`src/rtl/rom_arb_pkg.sv`:
```
// Shared types and default widths for the ROM access arbiter.
package rom_arb_pkg;

  localparam int ROM_ADDR_W = 12;
  localparam int ROM_DATA_W = 32;

  typedef enum logic {
    IDLE = 1'b0,
    READ = 1'b1
  } arb_state_t;

  typedef logic req_id_t;

endpackage

```
`src/rtl/rr_arbiter2.sv`:
```
// Two-way combinational round-robin arbiter: on a tie the requester that
// was not served last wins; a lone requester always wins.
module rr_arbiter2
  import rom_arb_pkg::*;
(
  input  logic [1:0] req,
  input  req_id_t    last,
  input  logic       enable,
  output logic [1:0] grant
);

  always_comb begin
    grant    = 2'b00;
    grant[0] = enable & req[0] & (~req[1] | last);
    grant[1] = enable & req[1] & (~req[0] | ~last);
  end

endmodule

```
`src/rtl/rom_access_arbiter.sv`:
```
// Round-robin sharing of a combinational ROM between instruction fetch (0) and
// data/constant load (1). Define ROM_ARB_STATS_EN to add saturating grant counters.
module rom_access_arbiter
  import rom_arb_pkg::*;
#(
  parameter int ADDR_W = ROM_ADDR_W,
  parameter int DATA_W = ROM_DATA_W,
  parameter int CNT_W  = 16
) (
  input  logic              clk,
  input  logic              rst,
  input  logic              req0_valid,
  input  logic [ADDR_W-1:0] req0_addr,
  output logic              req0_ready,
  output logic              rsp0_valid,
  output logic [DATA_W-1:0] rsp0_data,
  input  logic              req1_valid,
  input  logic [ADDR_W-1:0] req1_addr,
  output logic              req1_ready,
  output logic              rsp1_valid,
  output logic [DATA_W-1:0] rsp1_data,
  output logic [ADDR_W-1:0] rom_addr,
  input  logic [DATA_W-1:0] rom_data,
  output logic              busy
`ifdef ROM_ARB_STATS_EN
  ,
  output logic [CNT_W-1:0]  grant_cnt0,
  output logic [CNT_W-1:0]  grant_cnt1
`endif
);

  arb_state_t        state_q, state_d;
  logic [ADDR_W-1:0] addr_q, addr_d;
  req_id_t           owner_q, owner_d;
  req_id_t           last_q, last_d;
  logic              rsp0_valid_q, rsp0_valid_d;
  logic              rsp1_valid_q, rsp1_valid_d;
  logic [DATA_W-1:0] rsp0_data_q, rsp0_data_d;
  logic [DATA_W-1:0] rsp1_data_q, rsp1_data_d;
  logic [1:0]        grant;

  // Handshake: a request transfers on a rising edge where reqX_valid and
  // reqX_ready are both high; ready is only offered in IDLE to one requester.
  rr_arbiter2 u_rr (
    .req    ({req1_valid, req0_valid}),
    .last   (last_q),
    .enable (state_q == IDLE),
    .grant  (grant)
  );

  assign req0_ready = grant[0];
  assign req1_ready = grant[1];
  assign rsp0_valid = rsp0_valid_q;
  assign rsp1_valid = rsp1_valid_q;
  assign rsp0_data  = rsp0_data_q;
  assign rsp1_data  = rsp1_data_q;
  assign rom_addr   = addr_q;
  assign busy       = (state_q == READ);

  always_comb begin
    state_d      = state_q;
    addr_d       = addr_q;
    owner_d      = owner_q;
    last_d       = last_q;
    rsp0_valid_d = 1'b0;
    rsp1_valid_d = 1'b0;
    rsp0_data_d  = rsp0_data_q;
    rsp1_data_d  = rsp1_data_q;
    case (state_q)
      IDLE: begin
        if (grant[0]) begin
          addr_d  = req0_addr;
          owner_d = 1'b0;
          last_d  = 1'b0;
          state_d = READ;
        end else if (grant[1]) begin
          addr_d  = req1_addr;
          owner_d = 1'b1;
          last_d  = 1'b1;
          state_d = READ;
        end
      end
      READ: begin
        // rom_addr has been stable from addr_q for this whole cycle.
        state_d = IDLE;
        if (owner_q == 1'b0) begin
          rsp0_valid_d = 1'b1;
          rsp0_data_d  = rom_data;
        end else begin
          rsp1_valid_d = 1'b1;
          rsp1_data_d  = rom_data;
        end
      end
    endcase
  end

  always_ff @(posedge clk or posedge rst) begin
    if (rst) begin
      state_q      <= IDLE;
      addr_q       <= '0;
      owner_q      <= 1'b0;
      last_q       <= 1'b1;
      rsp0_valid_q <= 1'b0;
      rsp1_valid_q <= 1'b0;
      rsp0_data_q  <= '0;
      rsp1_data_q  <= '0;
    end else begin
      state_q      <= state_d;
      addr_q       <= addr_d;
      owner_q      <= owner_d;
      last_q       <= last_d;
      rsp0_valid_q <= rsp0_valid_d;
      rsp1_valid_q <= rsp1_valid_d;
      rsp0_data_q  <= rsp0_data_d;
      rsp1_data_q  <= rsp1_data_d;
    end
  end

`ifdef ROM_ARB_STATS_EN
  logic [CNT_W-1:0] grant_cnt0_q, grant_cnt0_d;
  logic [CNT_W-1:0] grant_cnt1_q, grant_cnt1_d;

  always_comb begin
    grant_cnt0_d = grant_cnt0_q;
    grant_cnt1_d = grant_cnt1_q;
    if (grant[0] && (grant_cnt0_q != '1)) grant_cnt0_d = grant_cnt0_q + CNT_W'(1);
    if (grant[1] && (grant_cnt1_q != '1)) grant_cnt1_d = grant_cnt1_q + CNT_W'(1);
  end

  always_ff @(posedge clk or posedge rst) begin
    if (rst) begin
      grant_cnt0_q <= '0;
      grant_cnt1_q <= '0;
    end else begin
      grant_cnt0_q <= grant_cnt0_d;
      grant_cnt1_q <= grant_cnt1_d;
    end
  end

  assign grant_cnt0 = grant_cnt0_q;
  assign grant_cnt1 = grant_cnt1_q;
`else
  // CNT_W only sizes the optional counters.
  logic unused_cnt_w;
  assign unused_cnt_w = (CNT_W > 0);
`endif

endmodule

```
`config.mk`:
```
export PLATFORM = sky130hd
export DESIGN_NAME = rom_access_arbiter
export DESIGN_NICKNAME = d
export VERILOG_FILES = /design/src/rtl/rom_arb_pkg.sv /design/src/rtl/rr_arbiter2.sv /design/src/rtl/rom_access_arbiter.sv
export SDC_FILE = /design/constraint.sdc
export NUM_CORES = 1
export LEC_CHECK = 0
export CORE_AREA = 3 3 87 89
export DETAILED_ROUTE_END_ITERATION = 16
export DIE_AREA = 0 0 90 92
export DONT_BUFFER_PORTS = 1
export GPL_ROUTABILITY_DRIVEN = 1
export PLACE_DENSITY_LB_ADDON = 0.12
export SLEW_MARGIN = 25
export SYNTH_ARGS = -nofsm -noshare
export SYNTH_HDL_FRONTEND = slang
export SYNTH_SLANG_ARGS = --single-unit
```
`constraint.sdc`:
```
create_clock -name clk -period 7.55 [get_ports clk]
set_input_delay 1.8875 -clock clk [delete_from_list [all_inputs] [get_ports clk]]
set_output_delay 1.8875 -clock clk [all_outputs]
set_load 0.02 [all_outputs]
```
# Word level (Yosys, flattened, before mapping)
# Cells that the tools add are included.
dict set report totals {
  register_bits 81
  in_bits 60
  out_inout_bits 81
  word_cells 34
}
dict set report classes {
  mux 11
  bitwise 11
  reduce_logical 4
}
# op n
set op_table {}
lappend op_table {{2-to-1 mux 12 bit} 2}
lappend op_table {{2-to-1 mux 1 bit} 8}
lappend op_table {{AND reduction 2 bit} 3}
lappend op_table {{inverter 1 bit} 5}
lappend op_table {{AND 1 bit} 4}
lappend op_table {{OR 1 bit} 2}
lappend op_table {{case mux 1 bit (2 select lines)} 1}
lappend op_table {{nonzero test 2 bit} 1}

# Depth between registers and ports, before layout
dict set report logic_depth {
  word_depth 6
  ltp_mapped 5
  mapped_depth_nobuf 4
}

# Cells and area by module
# Synthesis repeated with hierarchy kept, for this count alone.
dict set report hier_totals {
  hier_cells 209
  hier_area_um2 3276.9
}
# mod instances cells_each area_each_um2 seq_area_each_um2
set modules_own_cells {}
lappend modules_own_cells {rom_access_arbiter 1 204 3255.6 2028.2}
lappend modules_own_cells {rr_arbiter2 1 5 21.3 0.0}

# Worst setup path after synthesis
# No wires, ideal clock.
dict set report synth_path {
  path_kind {input to output}
  from {input req1_valid}
  to {output req1_ready}
  t_arrival_ns 2.576
  required_time_ns 5.662
  path_slack_ns 3.087
  cell_stages 2
  path_buffers 0
  path_cell_list {inv_1 > a211oi_1}
}
dict set report synth_via {
  elab_chain_cells 2
}
# item line
set synth_rtl {}
lappend synth_rtl {{from (decl)} rom_access_arbiter.sv:17} ;# input logic req1_valid,
lappend synth_rtl {{AND 1 bit (2 in a row)} rr_arbiter2.sv:15} ;# grant[1] = enable & req[1] & (~req[0] | ~last);
lappend synth_rtl {{to (decl)} rom_access_arbiter.sv:19} ;# output logic req1_ready,
# Every way passes these cells.

# Worst setup path in the final report
dict set report layout_path {
  from {input req1_valid}
  to {output req0_ready}
}
dict set report layout_via {
  elab_chain_cells 3
}
# item line
set layout_rtl {}
lappend layout_rtl {{inverter 1 bit} rr_arbiter2.sv:14} ;# grant[0] = enable & req[0] & (~req[1] | last);
lappend layout_rtl {{OR 1 bit} rr_arbiter2.sv:14}
lappend layout_rtl {{AND 1 bit} rr_arbiter2.sv:14}
lappend layout_rtl {{to (decl)} rom_access_arbiter.sv:14} ;# output logic req0_ready,
# Every way passes these cells.

==> impl_metrics.json <==
{
  "report.power.total_uw": 1386,
  "gr-usage-all-layers_pct": 15.11,
  "power_per_cell_area_nw_per_um2": 401.1,
  "p_int_uw": 866.6,
  "power.ir.vdd_worst_mv": 0.1939,
  "synth-warning-count": 0,
  "dp_hpwl_um": 4352,
  "cp.required_ps": 5660,
  "comb_power_share_pct": 14.8,
  "clock_power_share_pct": 21.9,
  "die-width_um": 90,
  "finalWorstPathRequiredPeriod_ps": 4563,
  "drt_wl_total_um": 6110,
  "ys_top_cells_by_area": "sky130_fd_sc_hd__dfrtp_1, sky130_fd_sc_hd__mux2_2, sky130_fd_sc_hd__or3b_1",
  "leakage_power_of_the_design_uw": 0.001462,
  "syn_avg_cell_area_sq_um": 14.52,
  "routedWlPerCell_um": 19.09,
  "synth_enable_flop_cells": 0,
  "hold_viol_final": 0,
  "mostFrequentLayoutCells": "sky130_fd_sc_hd__dfrtp_1, sky130_fd_sc_hd__mux2_2, sky130_fd_sc_hd__nor2_1",
  "cell_type_group_with_the_largest_total_delay_on_the_critical_path": "simple AND/OR/NAND/NOR gates",
  "drive_gt1_share_pct": 38.84,
  "netlist-cell-type-count": 19,
  "ys_async_sr_fraction_pct": 100.0,
  "clockRootBuffer": "sky130_fd_sc_hd__clkbuf_8",
  "synth_top_cell_area_share_pct": 62.67,
  "antenna_found_initial": 0,
  "synth_fa_ha_area_share_pct": 0,
  "setup_viol": 0,
  "ys_seq_area_share_pct": 63.49,
  "crit_chain": "nor2b_2 -> nor2_1",
  "port_buffers": 0,
  "cts_tree": "done",
  "yosys.area.top_type": "sky130_fd_sc_hd__dfrtp_1",
  "postPlaceCellArea_sq_um": 3258,
  "routabilityCongestion": 0.7179,
  "post-route-drc-count": 0,
  "setup_repair_after_global_routing_missed_its_margin": "no",
  "synth_cells": 220,
  "outcome": "finished clean",
  "post_cts_resized": 0,
  "synth_fp_nets": 280,
  "clock.fmax_mhz": 219.2,
  "timing.critical_path.slowest_cell_delay_ps": 540,
  "timing.setup.critical_path_class": "in2out",
  "drv_cap": 0,
  "first_global_vias": 1882,
  "slew_viol_final": 0,
  "clkTransAtPathRegs_ps": 70,
  "worst_slew_pin_slew_ps": 898.1,
  "route.antenna.remaining_nets": 0,
  "synthXorXnorAreaFrac_pct": 0,
  "yosys.area_share.simple_pct": 5.836,
  "dieHeight_um": 92,
  "hold_path_class": "reg2reg",
  "setup_total_negative_slack_ps": 0,
  "die-area_sq_um": 8280,
  "fin_area_sq_um": 3456,
  "cts_max_level": 3,
  "cp-start-kind": "input pin",
  "muxShareOfSynthArea_pct": 22.56,
  "ys_ff_latch": 81,
  "critical_path_peak_fanout": 25,
  "routed-via-count": 1728,
  "seq_power_share_pct": 63.2,
  "fin_nets": 280,
  "timing.critical_path.buf_inv": 0,
  "net-switching-power_uw": 519.5,
  "rows": 30,
  "global_route_total_overflow": 0,
  "initial_core_util_pct": 46.76,
  "r2r_slack_ps": 5590,
  "hold_depth": 1,
  "sw_frac_of_total_pct": 37.48,
  "utilization_pct": 50.59,
  "leading_cell_type_in_the_layout_fill_and_taps_excluded": "sky130_fd_sc_hd__dfrtp_1",
  "tritoncts_num_sinks": 81,
  "clk-insertion-delay-late_ps": 330,
  "ioPinCount": 141,
  "setup.worst_path.end_class": "primary output",
  "placeableCoreArea_sq_um": 6832,
  "combinational_family_with_the_most_area_after_synthesis": "multiplexers",
  "post_synth_instance_area_sq_um": 3194,
  "synth_ff_type": "sky130_fd_sc_hd__dfrtp_1",
  "cts_hold_buffers": 0,
  "cp_depth": 2,
  "worst_slew_margin_rel_pct": 39.77,
  "cts-buffers-inserted": 9,
  "drt_iter0_drc": 31,
  "cts_max_path_buffers": 2,
  "areaGrowthSynthToFinish_pct": 8.186,
  "cts_post_setup_buffers_inserted": 0,
  "worst_path_max_delay_cell": "sky130_fd_sc_hd__nor2b_2",
  "reg2reg_depth": 3,
  "cp_data_arrival_time_ps": 2680,
  "fin_crit_sh_pct": 60.44,
  "detail_route.vias_per_cell": 5.400,
  "antenna-diode-count": 0,
  "fin_skew_ps": 7.027,
  "synth_compound_gate_area_share_pct": 5.170,
  "grt_pass1_wl_um": 9860,
  "grt_start_max_net_pins": 82,
  "drtPass1Iterations": 4
}
final timing paths:
| check | startpoint | to |
|---|---|---|
| max | req1_valid | req0_ready |
| min | owner_q | owner_q |
| min in group asynchronous | rst | rsp0_data[10] |
| min reg2reg | owner_q | owner_q |
| max reg2reg | busy | rsp1_data[10] |
| max in group asynchronous | rst | rom_addr[7] |
cell families after synthesis:
logic type,count (synthesis)
buffers and inverters,18
muxes,64
AOI/OAI and AO/OA,28
DFF,81
and+or+nand+nor,29
power groups by stage:
stage / Clock, uW / Combinational (uW) / Sequential [uW]
final: 304 / 205 / 876
after global routing: 335 / 230 / 898
after CTS: 315 / 211 / 882
after detailed placement: 0 / 212 / 889
after global placement: 0 / 197 / 886
after floorplan: 0 / 187 / 846
sequential cells by signal (all words and copies together), names as in the netlist:
register,cells
rsp0_data,32
rsp1_data,32
rom_addr,12
busy,1
last_q,1
owner_q,1
rsp0_valid,1
rsp1_valid,1
worst register-to-register path, stage by stage (launching register included):
cell and delay (ps):
sky130_fd_sc_hd__dfrtp_1 510, sky130_fd_sc_hd__nand2_1 560, sky130_fd_sc_hd__buf_4 390, sky130_fd_sc_hd__mux2_2 390
routing by layer:
layer / up-vias / wire [um] / part of all wire, % / GRT usage, %
li1: 777 / - / - / -
met1: 859 / 2311 / 38 / 16.59
met2: 85 / 3067 / 50 / 25.39
met3: 7 / 654 / 11 / 6.809
met4: 0 / 76 / 1.2 / 6.505
met5: - / 0 / 0 / 0
synthesized netlist by cell type, types with 2 or more instances:
| cell type | instances |
|---|---|
| sky130_fd_sc_hd__nor2_1 | 13 |
| sky130_fd_sc_hd__a21o_1 | 2 |
| sky130_fd_sc_hd__a31oi_1 | 12 |
| sky130_fd_sc_hd__inv_1 | 4 |
| sky130_fd_sc_hd__mux2_2 | 64 |
| sky130_fd_sc_hd__dfrtp_1 | 80 |
| sky130_fd_sc_hd__buf_2 | 9 |
| sky130_fd_sc_hd__or3b_1 | 12 |
| sky130_fd_sc_hd__buf_6 | 2 |
| sky130_fd_sc_hd__o21ai_0 | 12 |
| sky130_fd_sc_hd__clkbuf_1 | 2 |
per-stage QoR:
stage / instances / hold WS [ps] / setup slack, ps
finish: 320 / 508.3 / 2987
global route: 320 / 541.1 / 2877
CTS: 320 / 509.1 / 2970
detailed placement: 305 / 489.9 / 2968
global placement: 305 / 482.6 / 3033
floorplan: 220 / 463.6 / 3087
layout make-up:
type,instances,area [sq um]
Clock buffer,10,137.6
Clock inverter,5,56.30
Fill cell,605,3376
Inverter,5,20.02
Multi-Input combinational cell,121,1075
Sequential cell,81,2028
Tap cell,96,120.1
Timing Repair Buffer,2,18.77
Note: power is estimated with default switching activity, not from simulation.
